===== src/rtl/pwm_halfbridge_capture.sv =====
// Half-bridge gate-drive capture: reconstructs a 12-bit duty code and the PWM period
// from the synchronized high-side/low-side drives, with static-level timeout decode.
//   state | meaning
//   IDLE  | no pulse being timed (after reset or a static decode)
//   HIGH  | selected source is high, width counter running
//   LOW   | selected source is low, waiting for the next rising edge
module pwm_halfbridge_capture #(
    parameter int TIMEOUT  = 8192,
    parameter int MIDSCALE = 2048
) (
    input  logic        clock,
    input  logic        reset,
    input  logic        PWM_IN_HI,
    input  logic        PWM_IN_LO,
    output logic [31:0] DUTY_OUT,
    output logic        DUTY_VALID,
    output logic [15:0] PERIOD_OUT,
    output logic        NO_SIGNAL,
    output logic        FAULT
);

    typedef enum logic [1:0] {ST_IDLE, ST_HIGH, ST_LOW} state_t;
    typedef enum logic [1:0] {SRC_NONE, SRC_H, SRC_L} src_t;

    localparam logic [15:0] LP_TIMEOUT  = 16'(TIMEOUT);
    localparam logic [13:0] LP_MID_SUM  = 14'(MIDSCALE);
    localparam logic [11:0] LP_MID_DUTY = (MIDSCALE > 4095) ? 12'hFFF : 12'(MIDSCALE);

    logic r_hi_s1, r_hi_s2, r_hi_d;
    logic r_lo_s1, r_lo_s2, r_lo_d;

    // Edge registers hold the raw synchronized levels so that all-zero reset means no edge.
    always_ff @(posedge clock or posedge reset) begin
        if (reset) begin
            r_hi_s1 <= 1'b0;
            r_hi_s2 <= 1'b0;
            r_hi_d  <= 1'b0;
            r_lo_s1 <= 1'b0;
            r_lo_s2 <= 1'b0;
            r_lo_d  <= 1'b0;
        end else begin
            r_hi_s1 <= PWM_IN_HI;
            r_hi_s2 <= r_hi_s1;
            r_hi_d  <= r_hi_s2;
            r_lo_s1 <= PWM_IN_LO;
            r_lo_s2 <= r_lo_s1;
            r_lo_d  <= r_lo_s2;
        end
    end

    logic w_h, w_h_prev, w_l, w_l_prev;
    logic w_h_rise, w_h_fall, w_l_rise, w_l_fall, w_any_edge;

    assign w_h        = ~r_hi_s2;
    assign w_h_prev   = ~r_hi_d;
    assign w_l        = r_lo_s2;
    assign w_l_prev   = r_lo_d;
    assign w_h_rise   = w_h & ~w_h_prev;
    assign w_h_fall   = ~w_h & w_h_prev;
    assign w_l_rise   = w_l & ~w_l_prev;
    assign w_l_fall   = ~w_l & w_l_prev;
    assign w_any_edge = w_h_rise | w_h_fall | w_l_rise | w_l_fall;

    state_t      r_state;
    src_t        r_src;
    src_t        r_per_src;
    logic [11:0] r_width;
    logic [15:0] r_period_cnt;
    logic [15:0] r_idle_cnt;
    logic [11:0] r_duty;
    logic        r_duty_valid;
    logic [15:0] r_period_out;
    logic        r_no_signal;
    logic        r_fault;
    logic        r_fault_pre;

    logic        w_take_h, w_take_l, w_take, w_same_src;
    logic        w_src_level, w_fall, w_timeout, w_fault_cond;
    logic [15:0] w_idle_next;
    logic [13:0] w_l_sum;
    logic [11:0] w_l_duty;

    // A rising edge on the channel not currently selected always reselects (aborts the pulse).
    assign w_take_h = w_h_rise &
                      (((r_state != ST_HIGH) & ~w_l) |
                       ((r_state != ST_IDLE) & (r_src == SRC_L)));
    assign w_take_l = w_l_rise & ~w_take_h &
                      (((r_state != ST_HIGH) & w_h) |
                       ((r_state != ST_IDLE) & (r_src == SRC_H)));
    assign w_take     = w_take_h | w_take_l;
    assign w_same_src = (w_take_h & (r_per_src == SRC_H)) | (w_take_l & (r_per_src == SRC_L));

    assign w_src_level = ((r_src == SRC_H) & w_h) | ((r_src == SRC_L) & w_l);
    assign w_fall      = (r_state == ST_HIGH) &
                         (((r_src == SRC_H) & w_h_fall) | ((r_src == SRC_L) & w_l_fall));

    // Any edge clears the idle count, so a coincident falling edge always beats the timeout.
    assign w_idle_next = w_any_edge ? 16'd0 :
                         (r_idle_cnt == 16'hFFFF) ? r_idle_cnt : r_idle_cnt + 16'd1;
    assign w_timeout   = ~w_any_edge & (w_idle_next == LP_TIMEOUT);

    assign w_l_sum      = LP_MID_SUM + {2'b00, r_width} - 14'd1;
    assign w_l_duty     = (w_l_sum > 14'd4095) ? 12'hFFF : w_l_sum[11:0];
    assign w_fault_cond = w_l & ~w_h;

    always_ff @(posedge clock or posedge reset) begin
        if (reset) begin
            r_state      <= ST_IDLE;
            r_src        <= SRC_NONE;
            r_per_src    <= SRC_NONE;
            r_width      <= 12'd0;
            r_period_cnt <= 16'd0;
            r_idle_cnt   <= 16'd0;
            r_duty       <= 12'd0;
            r_duty_valid <= 1'b0;
            r_period_out <= 16'd0;
            r_no_signal  <= 1'b0;
            r_fault      <= 1'b0;
            r_fault_pre  <= 1'b0;
        end else begin
            r_duty_valid <= 1'b0;
            r_idle_cnt   <= w_timeout ? 16'd0 : w_idle_next;

            r_fault_pre <= w_fault_cond;
            if (w_fault_cond && r_fault_pre)
                r_fault <= 1'b1;

            if (w_h_rise || w_l_rise)
                r_no_signal <= 1'b0;

            if (w_take) begin
                if (w_same_src)
                    r_period_out <= r_period_cnt;
                r_period_cnt <= 16'd1;
                r_per_src    <= w_take_h ? SRC_H : SRC_L;
            end else if (r_period_cnt != 16'hFFFF) begin
                r_period_cnt <= r_period_cnt + 16'd1;
            end

            if (r_state == ST_HIGH && w_src_level && r_width != 12'hFFF)
                r_width <= r_width + 12'd1;

            if (w_fall) begin
                r_state      <= ST_LOW;
                r_duty_valid <= 1'b1;
                r_duty       <= (r_src == SRC_H) ? r_width - 12'd1 : w_l_duty;
            end else if (w_timeout) begin
                case ({w_h, w_l})
                    2'b10: begin
                        r_duty       <= LP_MID_DUTY;
                        r_duty_valid <= 1'b1;
                        r_state      <= ST_IDLE;
                        r_src        <= SRC_NONE;
                    end
                    2'b00: begin
                        r_no_signal  <= 1'b1;
                        r_duty       <= 12'd0;
                        r_duty_valid <= 1'b1;
                        r_state      <= ST_IDLE;
                        r_src        <= SRC_NONE;
                    end
                    2'b11: begin
                        r_duty       <= 12'hFFF;
                        r_duty_valid <= 1'b1;
                        r_state      <= ST_IDLE;
                        r_src        <= SRC_L;
                    end
                    default: ;
                endcase
            end

            if (w_take) begin
                r_state <= ST_HIGH;
                r_src   <= w_take_h ? SRC_H : SRC_L;
                r_width <= 12'd1;
            end
        end
    end

    assign DUTY_OUT   = {20'd0, r_duty};
    assign DUTY_VALID = r_duty_valid;
    assign PERIOD_OUT = r_period_out;
    assign NO_SIGNAL  = r_no_signal;
    assign FAULT      = r_fault;

endmodule

===== config.mk =====
export PLATFORM = sky130hd
export DESIGN_NAME = pwm_halfbridge_capture
export DESIGN_NICKNAME = d
export VERILOG_FILES = /design/src/rtl/pwm_halfbridge_capture.sv
export SDC_FILE = /design/constraint.sdc
export NUM_CORES = 1
export LEC_CHECK = 0
export BUFFER_PORTS_ARGS = -buffer_cell sky130_fd_sc_hd__buf_2
export CORE_MARGIN = 4
export CORE_UTILIZATION = 55
export CTS_BUF_LIST = sky130_fd_sc_hd__clkbuf_8
export CTS_CLUSTER_SIZE = 10
export DETAILED_ROUTE_END_ITERATION = 10
export GPL_ROUTABILITY_DRIVEN = 0
export GPL_TIMING_DRIVEN = 1
export PLACE_DENSITY = 0.9
export SYNTH_ARGS = -nofsm -noshare
export SYNTH_HDL_FRONTEND = slang
export SYNTH_SLANG_ARGS = --single-unit

===== constraint.sdc =====
create_clock -name clock -period 2.3 [get_ports clock]
set_input_delay 0.23 -clock clock [delete_from_list [all_inputs] [get_ports clock]]
set_output_delay 0.23 -clock clock [all_outputs]
set_load 0.01 [all_outputs]

==> metrics.yaml, run 1 <==
setup_path:
  critPathRequiredTime_ns: 2.54
  critical_path.cell_chain: "ha_4, nand4_1, buf_6, nor3_4, mux2i_1, nand4_1, buf_4, nor3_4, a41oi_2, o31a_1"
  critPathTopFamily: "simple AND/OR/NAND/NOR gates"
  cpMaxStageDelayCell: "dfrtp_1"
  critPathBufInv: 2
  endpoint_kind: "flop"
  worst-path-max-fanout: 5
  slowest_delay_ns: 0.50
  worstSetupPathType: "flop to flop"
  r2r-start: "r_idle_cnt[1]"
  crit_arrival_ns: 2.91
  crit_start: "r_idle_cnt[1]"
  startpoint_type: "flop"
sta:
  drv_slew: 0
  max_freq_ghz: 0.375
  rsz0062_at_grt: "yes"
  holdWs_ns: 0.0343
  finalSetupViolations: 20
  clock_skew_ns: 0.0141
  worst_slew_pin_slew_ns: 0.886
  fin_crit_ns: 2.67
  finalWorstSetupSlack_ns: -0.369
  hold_viol: 0
  fin_crit_sh_pct: 116
  slew_headroom_pct: 40.8
clock_tree:
  numCtsBuffers: 9
  cts_buffer_depth: 2
  clock-sinks: 88
  root_buffer: "clkbuf_8"
  htree_levels: 3
  tritoncts: "done"
  clk_latency_ns: 0.36
  path_clk_slew_ns: 0.10
synthesis:
  ys_seq_elements: 88
  synthTopCellsByArea: "dfrtp_1 47%, nor2_1 4.2%, mux2_2 3.8%"
  ys_warn_count: 0
  syn_inst: 478
  synth-edff-count: 0
  ys_types: 55
  synth_top_area_share_pct: 46.8
  avgSynthCellArea_sq_um: 9.83
  ys_top_cells_by_count: "88 x dfrtp_1, 53 x nor2_1, 29 x inv_1, 26 x o21ai_0"
  synthArstFlopShare_pct: 100
  ys.flop_type: "dfrtp_1"
  synth_top_area_cell: "dfrtp_1"
  synth.most_common_cell: "dfrtp_1"
  synth_seq_area_share_pct: 46.8
  synth_area_sq_um: 4700
global_route:
  grt_pass1_wl_um: 18700
  grt_pass1_vias: 3896
  grt-ovfl-total: 0
  grt_util_all_layers_pct: 23.1
  antenna_found_initial: 0
  grt_max_degree: 43
run_status:
  violations: "negative setup slack"
  status: "finished with violations"
cells_and_area:
  design_area_sq_um: 5680
  synthToLayoutAreaGrowth_pct: 20.8
  layout-drive-gt1-share_pct: 29.9
  n_antenna_cell: 0
  fin_nets: 572
floorplanning:
  num_rows: 33
  dieArea_sq_um: 10100
  fp.dieH_um: 100
  coreArea_sq_um: 8260
  die_width_um: 100
  initial_core_util_pct: 56.9
  num_io_pins: 55
placed_design:
  numPortBuffers: 34
  dpl_cell_area_sq_um: 5130
  dp_slack_ns: -0.179
  dp_hpwl_um: 6990
route:
  routed.top_layer: "met4"
  wl_per_cell_um: 18.2
  dr.pass1.iters: 7
  drt-total-wl_um: 12200
  routed-via-count: 4087
  remaining_drc_errors: 0
  final_antenna_net_count: 0
  via_per_inst: 6.09
  wl_met1_um: 4620
  dr_wl_met2_um: 5710
  dr.first_iter.drc_count: 463
  routed-wl-met3_um: 1210
pwr:
  p_per_area_nw_per_um2: 788
  ir_worst_vdd_mv: 0.647
  power.total_mw: 4.48
  p_leak_nw: 2.74
min_path:
  worstHoldPathType: "input port to asynchronous set/reset pin"
job:
  drv_cap: 0
layer usage:
layer,vias to the layer above,track usage (%)
li1,1798,-
met1,1942,30.0
met2,278,36.7
met3,69,5.88
met4,0,9.84
met5,-,0
path summary, 6_finish.rpt:
| check | endpoint | slack (ns) | depth (start not counted) |
|---|---|---|---|
| min in group clock | r_lo_s2 | 0.35 | 0 |
| min | r_fault_pre | 0.03 | 2 |
| min reg2reg | r_lo_s2 | 0.35 | 0 |
| max in group asynchronous | r_idle_cnt[8] | 1.57 | 3 |
| max reg2reg | r_duty[11] | -0.37 | 10 |
| max | r_duty[11] | -0.37 | 10 |
flip-flops by register name (all words and copies together), names as in the netlist:
name          flops
r_hi_d            1
r_idle_cnt       16
r_width          12
PERIOD_OUT       16
r_fault_pre       1
r_lo_s2           1
r_lo_s1           1
NO_SIGNAL         1
FAULT             1
r_period_cnt     16
DUTY_VALID        1
r_duty           12
r_hi_s2           1
r_lo_d            1
r_per_src         2
r_hi_s1           1
r_state           2
r_src             2
stage by stage:
step                cells  util, %  setup TNS (ns)
floorplan             497        -           -1.99
global placement      628     62.1          -0.382
detailed placement    628     62.1           -2.31
CTS                   662     66.6           -2.74
global route          671     68.8           -6.83
finish                671     68.8           -5.77
cell type report:
class | instances | area (sq um)
fillers | 577 | 2580
multi-input cells | 339 | 2360
flip-flops and latches | 88 | 2210
repair buffers | 94 | 691
well taps | 105 | 131
clock buffers | 9 | 124
inverters | 29 | 113
clock inverters | 7 | 55.1
cell families (layout without fill, tap and decap cells):
group	count (synthesis)	in the layout	synth area share, %
compound gates	81	82	12.4
simple gates	172	172	19.2
buf+inv	71	139	7.80
xor+xnor	36	36	6.71
mux	22	22	5.11
flops	88	88	46.8
other cells	1	20	0.0798
fa+ha+maj	7	7	1.86
power breakdown:
part,internal [mW],switching [mW]
registers,1.80,0.232
logic,0.631,0.830
clock network,0.401,0.576
cell usage in the layout (no fill, tap or decap), types with 7 or more instances in the layout:
cell type / instances
nand3_1: 20
and3_1: 7
o21ai_0: 24
nor2_1: 52
dfrtp_1: 83
nand2_1: 22
nand4_1: 16
mux2_2: 16
inv_1: 27
buf_4: 50
o211ai_2: 9
nor3_1: 9
conb_1: 20
clkbuf_8: 9
a21oi_1: 12
nand2b_1: 9
xor2_1: 19
xnor2_1: 17
buf_2: 34
timing repair:
action	4_1_cts	5_1_grt
endpoints found under the setup margin	19	36
hold buffers	2	0
cloned	1	0
pin swaps	13	16
hold endpoints to repair	2	0
buffers inserted	15	9
gates resized for setup	12	24
Note: power is estimated with default switching activity, not from simulation.
==> run 2, diff against run 1 <==
Settings changed: CORE_MARGIN 4 to unset.
==> metrics.yaml, run 2 (synthesis gave the netlist of run 1 again) <==
cells_and_area:
  n_antenna_cell: 0
  layout-drive-gt1-share_pct: 31.3
  design_area_sq_um: 5800
  multiInputGateArea_sq_um: 2350
  seq_area_sq_um: 2210
  stdcell_count: 683
  synthToLayoutAreaGrowth_pct: 23.3
  final_common_cell: "dfrtp_1"
  utilization_pct: 70.2
  layout_common_cells: "85 x dfrtp_1, 60 x buf_4, 53 x nor2_1"
  fin_nets: 584
  fill_cells: 560
job:
  drv_cap: 0
floorplanning:
  dieArea_sq_um: 8920
  num_rows: 33
  fp.dieH_um: 94.5
  num_io_pins: 55
  die_width_um: 94.5
  coreArea_sq_um: 8260
  initial_core_util_pct: 56.9
pwr:
  p_sw_mw: 1.66
  p_per_area_nw_per_um2: 801
  power_frac_seq_pct: 43.8
  p_leak_nw: 2.80
  ir_worst_vdd_mv: 0.926
  internal_power_mw: 2.98
  power_frac_clock_pct: 24.5
  swShare_pct: 35.9
  power.total_mw: 4.64
  pwr-share-comb_pct: 31.6
sta:
  rsz0062_at_grt: "yes"
  max_freq_ghz: 0.392
  fin_crit_sh_pct: 111
  drv_slew: 0
  finalWorstSetupSlack_ns: -0.250
  slew_headroom_pct: 50.9
  hold_viol: 0
  holdWs_ns: 0.358
  clock_skew_ns: 0.0118
  fin_crit_ns: 2.55
  finalSetupViolations: 19
  worst_slew_pin_slew_ns: 0.730
placed_design:
  dp_hpwl_um: 7160
  dpl_cell_area_sq_um: 5190
  dpl.cell_count: 636
  numPortBuffers: 34
clock_tree:
  clk_latency_ns: 0.37
  clock-sinks: 88
  tritoncts: "done"
  htree_levels: 3
  root_buffer: "clkbuf_8"
  numCtsBuffers: 9
  cts_buffer_depth: 2
  path_clk_slew_ns: 0.10
setup_path:
  worst-path-max-fanout: 7
  crit_arrival_ns: 2.82
  startpoint_type: "flop"
  critPathRequiredTime_ns: 2.57
  worstSetupPathType: "flop to flop"
  endpoint_kind: "flop"
global_route:
  grt_pass1_wl_um: 19700
  antenna_found_initial: 0
  grt_pass1_vias: 4047
  grt-ovfl-total: 0
  grt_max_degree: 42
  grt_util_all_layers_pct: 28.6
run_status:
  status: "finished with violations"
  violations: "negative setup slack"
route:
  final_antenna_net_count: 0
  routed-via-count: 4173
  drt-total-wl_um: 12300
  via_per_inst: 6.11
  dr.pass1.iters: 6
  wl_per_cell_um: 18.1
  dr.first_iter.drc_count: 432
  remaining_drc_errors: 0
min_path:
  worstHoldPathType: "flop to flop"
run 2: cell count changes in the layout (fill, tap and decap cells not counted), sizes merged:
cell,previous run,this run
bufinv,0,1
buf,92,103
clkinvlp,3,2
inv,30,33
dlygate4sd3,2,3
clkinv,3,0
run 2: timing repair:
action,in CTS,in global routing
buffers inserted,17,10
hold endpoints to repair,21,0
setup endpoints to repair,19,35
hold buffers,3,0
pin swaps,14,12
cloned,1,0
resized for setup,19,17
run 2: path summary, 6_finish.rpt:
| kind | start | endpoint | slack (ns) | cells after the start |
|---|---|---|---|---|
| worst max-delay path | r_idle_cnt[13] | r_duty[11] | -0.25 | 10 |
| worst min-delay path | r_hi_s1 | r_hi_s2 | 0.36 | 0 |
| worst max register to register | r_idle_cnt[13] | r_duty[11] | -0.25 | 10 |
| worst min register to register | r_hi_s1 | r_hi_s2 | 0.36 | 0 |
| max in group asynchronous | reset | r_idle_cnt[12] | 1.12 | 4 |
| min in group asynchronous | reset | r_hi_s1 | 0.44 | 3 |
run 2: stage by stage:
step | worst slack (ns) | setup TNS (ns)
after floorplan | -0.168 | -1.99
after global placement | -0.0348 | -0.255
after detailed placement | -0.186 | -2.17
after CTS | -0.0626 | -0.250
after global routing | -0.326 | -4.41
final | -0.250 | -3.23
run 2: cell type report:
cell class                 count  area share (%)
multi-input combinational    339            40.6
sequential                    88            38.0
timing repair buffer         106            13.6
tap                          105            2.27
clock buffer                   9            2.14
inverter                      29            1.94
clock inverter                 7            1.45
run 2: critical path, stage by stage (launching register included):
cell and delay (ns):
dfrtp_1 0.46, nand4_1 0.17, buf_4 0.18, nor2_1 0.24, o21ai_0 0.24, a21oi_2 0.32
o21ai_4 0.12, buf_12 0.16, buf_6 0.11, and4_1 0.17, o31a_1 0.27
run 2: metal layers:
layer / routed length [um] / global-route usage, % / share of wire [%]
met1: 4710 / 34.3 / 38
met2: 6000 / 48.2 / 49
met3: 1060 / 6.68 / 8.6
met4: 563 / 14.1 / 4.6
met5: 0 / 0 / 0
run 2: power groups by stage:
stage                     combinational, mW  sequential (mW)  clock [mW]
final                                  1.47             2.03        1.14
after global routing                   1.63             2.08        1.22
after CTS                              1.38             2.02        1.15
after detailed placement               1.32             2.05           0
after global placement                 1.26             2.03           0
after floorplan                       0.939             2.05           0
==> run 3, diff against run 2 <==
--- a/config.mk
+++ b/config.mk
@@ -7,2 +7,3 @@
 export LEC_CHECK = 0
+export ABC_AREA = 1
 export BUFFER_PORTS_ARGS = -buffer_cell sky130_fd_sc_hd__buf_2
@@ -13,3 +14,3 @@
 export GPL_ROUTABILITY_DRIVEN = 0
-export GPL_TIMING_DRIVEN = 1
+export GPL_TIMING_DRIVEN = 0
 export PLACE_DENSITY = 0.9
--- a/constraint.sdc
+++ b/constraint.sdc
@@ -3,2 +3,2 @@
 set_output_delay 0.23 -clock clock [all_outputs]
-set_load 0.01 [all_outputs]
+set_load 0.005 [all_outputs]
==> metrics.yaml, run 3 <==
setup_path:
  worstSetupPathType: "flop to flop"
  reg2reg_slack_ns: 0.02
  ff2ff_path_depth: 14
  cp-endpoint: "r_duty[3]"
  startpoint_type: "flop"
  worstReg2RegEnd: "r_duty[3]"
  crit_arrival_ns: 2.57
  worst-path-max-fanout: 10
  critPathRequiredTime_ns: 2.60
  r2r-start: "r_idle_cnt[0]"
  crit_start: "r_idle_cnt[0]"
  endpoint_kind: "flop"
floorplanning:
  fp.dieH_um: 96.7
  initial_core_util_pct: 56.8
  num_rows: 34
  die_width_um: 96.7
  coreArea_sq_um: 8680
  dieArea_sq_um: 9350
  num_io_pins: 55
synthesis:
  synth_top_area_cell: "dfrtp_1"
  synth-edff-count: 0
  syn_inst: 616
  avgSynthCellArea_sq_um: 8.00
  synth.most_common_cell: "nand2_1"
  ys_top_cells_by_count: "118 x nand2_1, 88 x dfrtp_1, 84 x inv_1, 72 x nor2_1, 38 x o21ai_0"
  synth_top_area_share_pct: 44.7
  synth_area_sq_um: 4930
  ys_seq_elements: 88
  ys.flop_type: "dfrtp_1"
  ys_types: 40
  synthArstFlopShare_pct: 100
  ys_warn_count: 0
  synth_seq_area_share_pct: 44.7
  synthTopCellsByArea: "dfrtp_1 45%, nand2_1 9.0%, inv_1 6.4%"
clock_tree:
  root_buffer: "clkbuf_8"
  tritoncts: "done"
  htree_levels: 3
  clk_latency_ns: 0.36
  clock-sinks: 88
  numCtsBuffers: 9
  cts_buffer_depth: 2
  path_clk_slew_ns: 0.09
global_route:
  grt_pass1_vias: 4100
  grt_pass1_wl_um: 18300
  grt_util_all_layers_pct: 23.9
  grt_max_degree: 39
  grt-ovfl-total: 0
  antenna_found_initial: 0
sta:
  slew_headroom_pct: 64.9
  rsz0062_at_grt: "yes"
  worst_slew_pin_slew_ns: 0.527
  fin_crit_sh_pct: 98.9
  drv_slew: 0
  clock_skew_ns: 0.00903
  max_freq_ghz: 0.439
  fin_crit_ns: 2.28
  finalSetupViolations: 0
  hold_viol: 0
route:
  routed-via-count: 4363
  via_per_inst: 5.41
  dr.pass1.iters: 7
  dr.first_iter.drc_count: 236
  wl_per_cell_um: 13.9
  final_antenna_net_count: 0
  remaining_drc_errors: 0
  drt-total-wl_um: 11200
job:
  drv_cap: 0
pwr:
  ir_worst_vdd_mv: 0.575
  p_leak_nw: 3.07
  p_per_area_nw_per_um2: 862
  power.total_mw: 5.04
cells_and_area:
  synthToLayoutAreaGrowth_pct: 18.6
  layout-drive-gt1-share_pct: 23.3
  layout_common_cells: "113 x nand2_1, 86 x dfrtp_1, 83 x inv_1"
  fill_cells: 706
  utilization_pct: 67.4
  n_antenna_cell: 0
  final_common_cell: "nand2_1"
  fin_nets: 705
placed_design:
  dp_hpwl_um: 7950
  numPortBuffers: 34
run_status:
  status: "completed"
min_path:
  worstHoldPathType: "flop to flop"
-- run 3: per-layer routing --
metal,wire length (um),global-route usage [%],vias up
li1,-,-,2111
met2,5920,41.7,167
met5,0,0,-
met3,512,3.32,26
met4,265,11.3,0
met1,4510,29.1,2059
-- run 3: worst min path at each step --
stage,start,to,depth (start not counted)
final,r_hi_s1,r_hi_s2,0
after global routing,r_hi_s1,r_hi_s2,0
after CTS,r_lo_s1,r_lo_s2,0
after detailed placement,reset,PERIOD_OUT[14],2
after global placement,r_hi_s1,r_hi_s2,0
after floorplan,PWM_IN_HI,r_hi_s1,0
-- run 3: kinds of logic (layout without fill, tap and decap cells) --
kind of cell | count (synthesis) | after routing | share of synthesized area, %
flops | 88 | 88 | 44.7
compound gates | 91 | 91 | 10.1
buf+inv | 119 | 183 | 11.1
mux | 3 | 3 | 0.685
other cells | 1 | 20 | 0.0761
fa+ha+maj | 7 | 7 | 1.78
simple gates | 298 | 298 | 30.0
xor+xnor | 9 | 9 | 1.60
-- run 3: where the power goes --
group / total [mW] / leakage, nW / internal (mW) / switching, mW
logic: 1.70 / 1.82 / 0.688 / 1.01
clock network: 1.21 / 0.108 / 0.625 / 0.590
registers: 2.13 / 1.14 / 1.90 / 0.230
-- run 3: layout make-up --
| type | count | area [sq um] | share of cell area (%) |
|---|---|---|---|
| clock inverter | 7 | 104 | 1.78 |
| inverter | 86 | 329 | 5.63 |
| timing repair buffer | 49 | 333 | 5.69 |
| clock buffer | 9 | 124 | 2.12 |
| sequential | 88 | 2200 | 37.7 |
| tap | 108 | 135 | 2.31 |
| buffer | 32 | 226 | 3.87 |
| multi-input combinational | 428 | 2390 | 40.9 |
-- run 3: critical path, stage by stage (launching register included) --
cell and delay, ns:
dfrtp_1 0.43, ha_4 0.19, nand2_4 0.06, nor2_4 0.18
nand2_4 0.11, nand2_2 0.08, nand2_2 0.06, o21ai_4 0.21
nand3_2 0.11, nor2_1 0.16, nand2_1 0.12, nor2_4 0.17
nand2_2 0.09, buf_6 0.16, nand3_2 0.07
-- run 3: what timing repair did --
item / CTS / global route
pin swaps: 0 / 16
cloned: 0 / 1
resized for setup: 3 / 38
setup buffers: 1 / 8
hold buffers: 3 / 0
endpoints found under the hold margin: 22 / 0
endpoints found under the setup margin: 15 / 36
-- run 3: stage by stage --
step	hold WS [ns]	setup WS, ns	setup TNS (ns)	instances	cell area (sq um)
floorplan	0.261	0.301	0	635	5000
global placement	0.338	-0.000711	-0.000711	777	5310
detailed placement	0.300	-0.0538	-0.403	779	5350
CTS	0.366	0.0133	0	799	5620
global route	0.376	-0.0998	-1.24	807	5850
finish	0.360	0.0242	0	807	5850
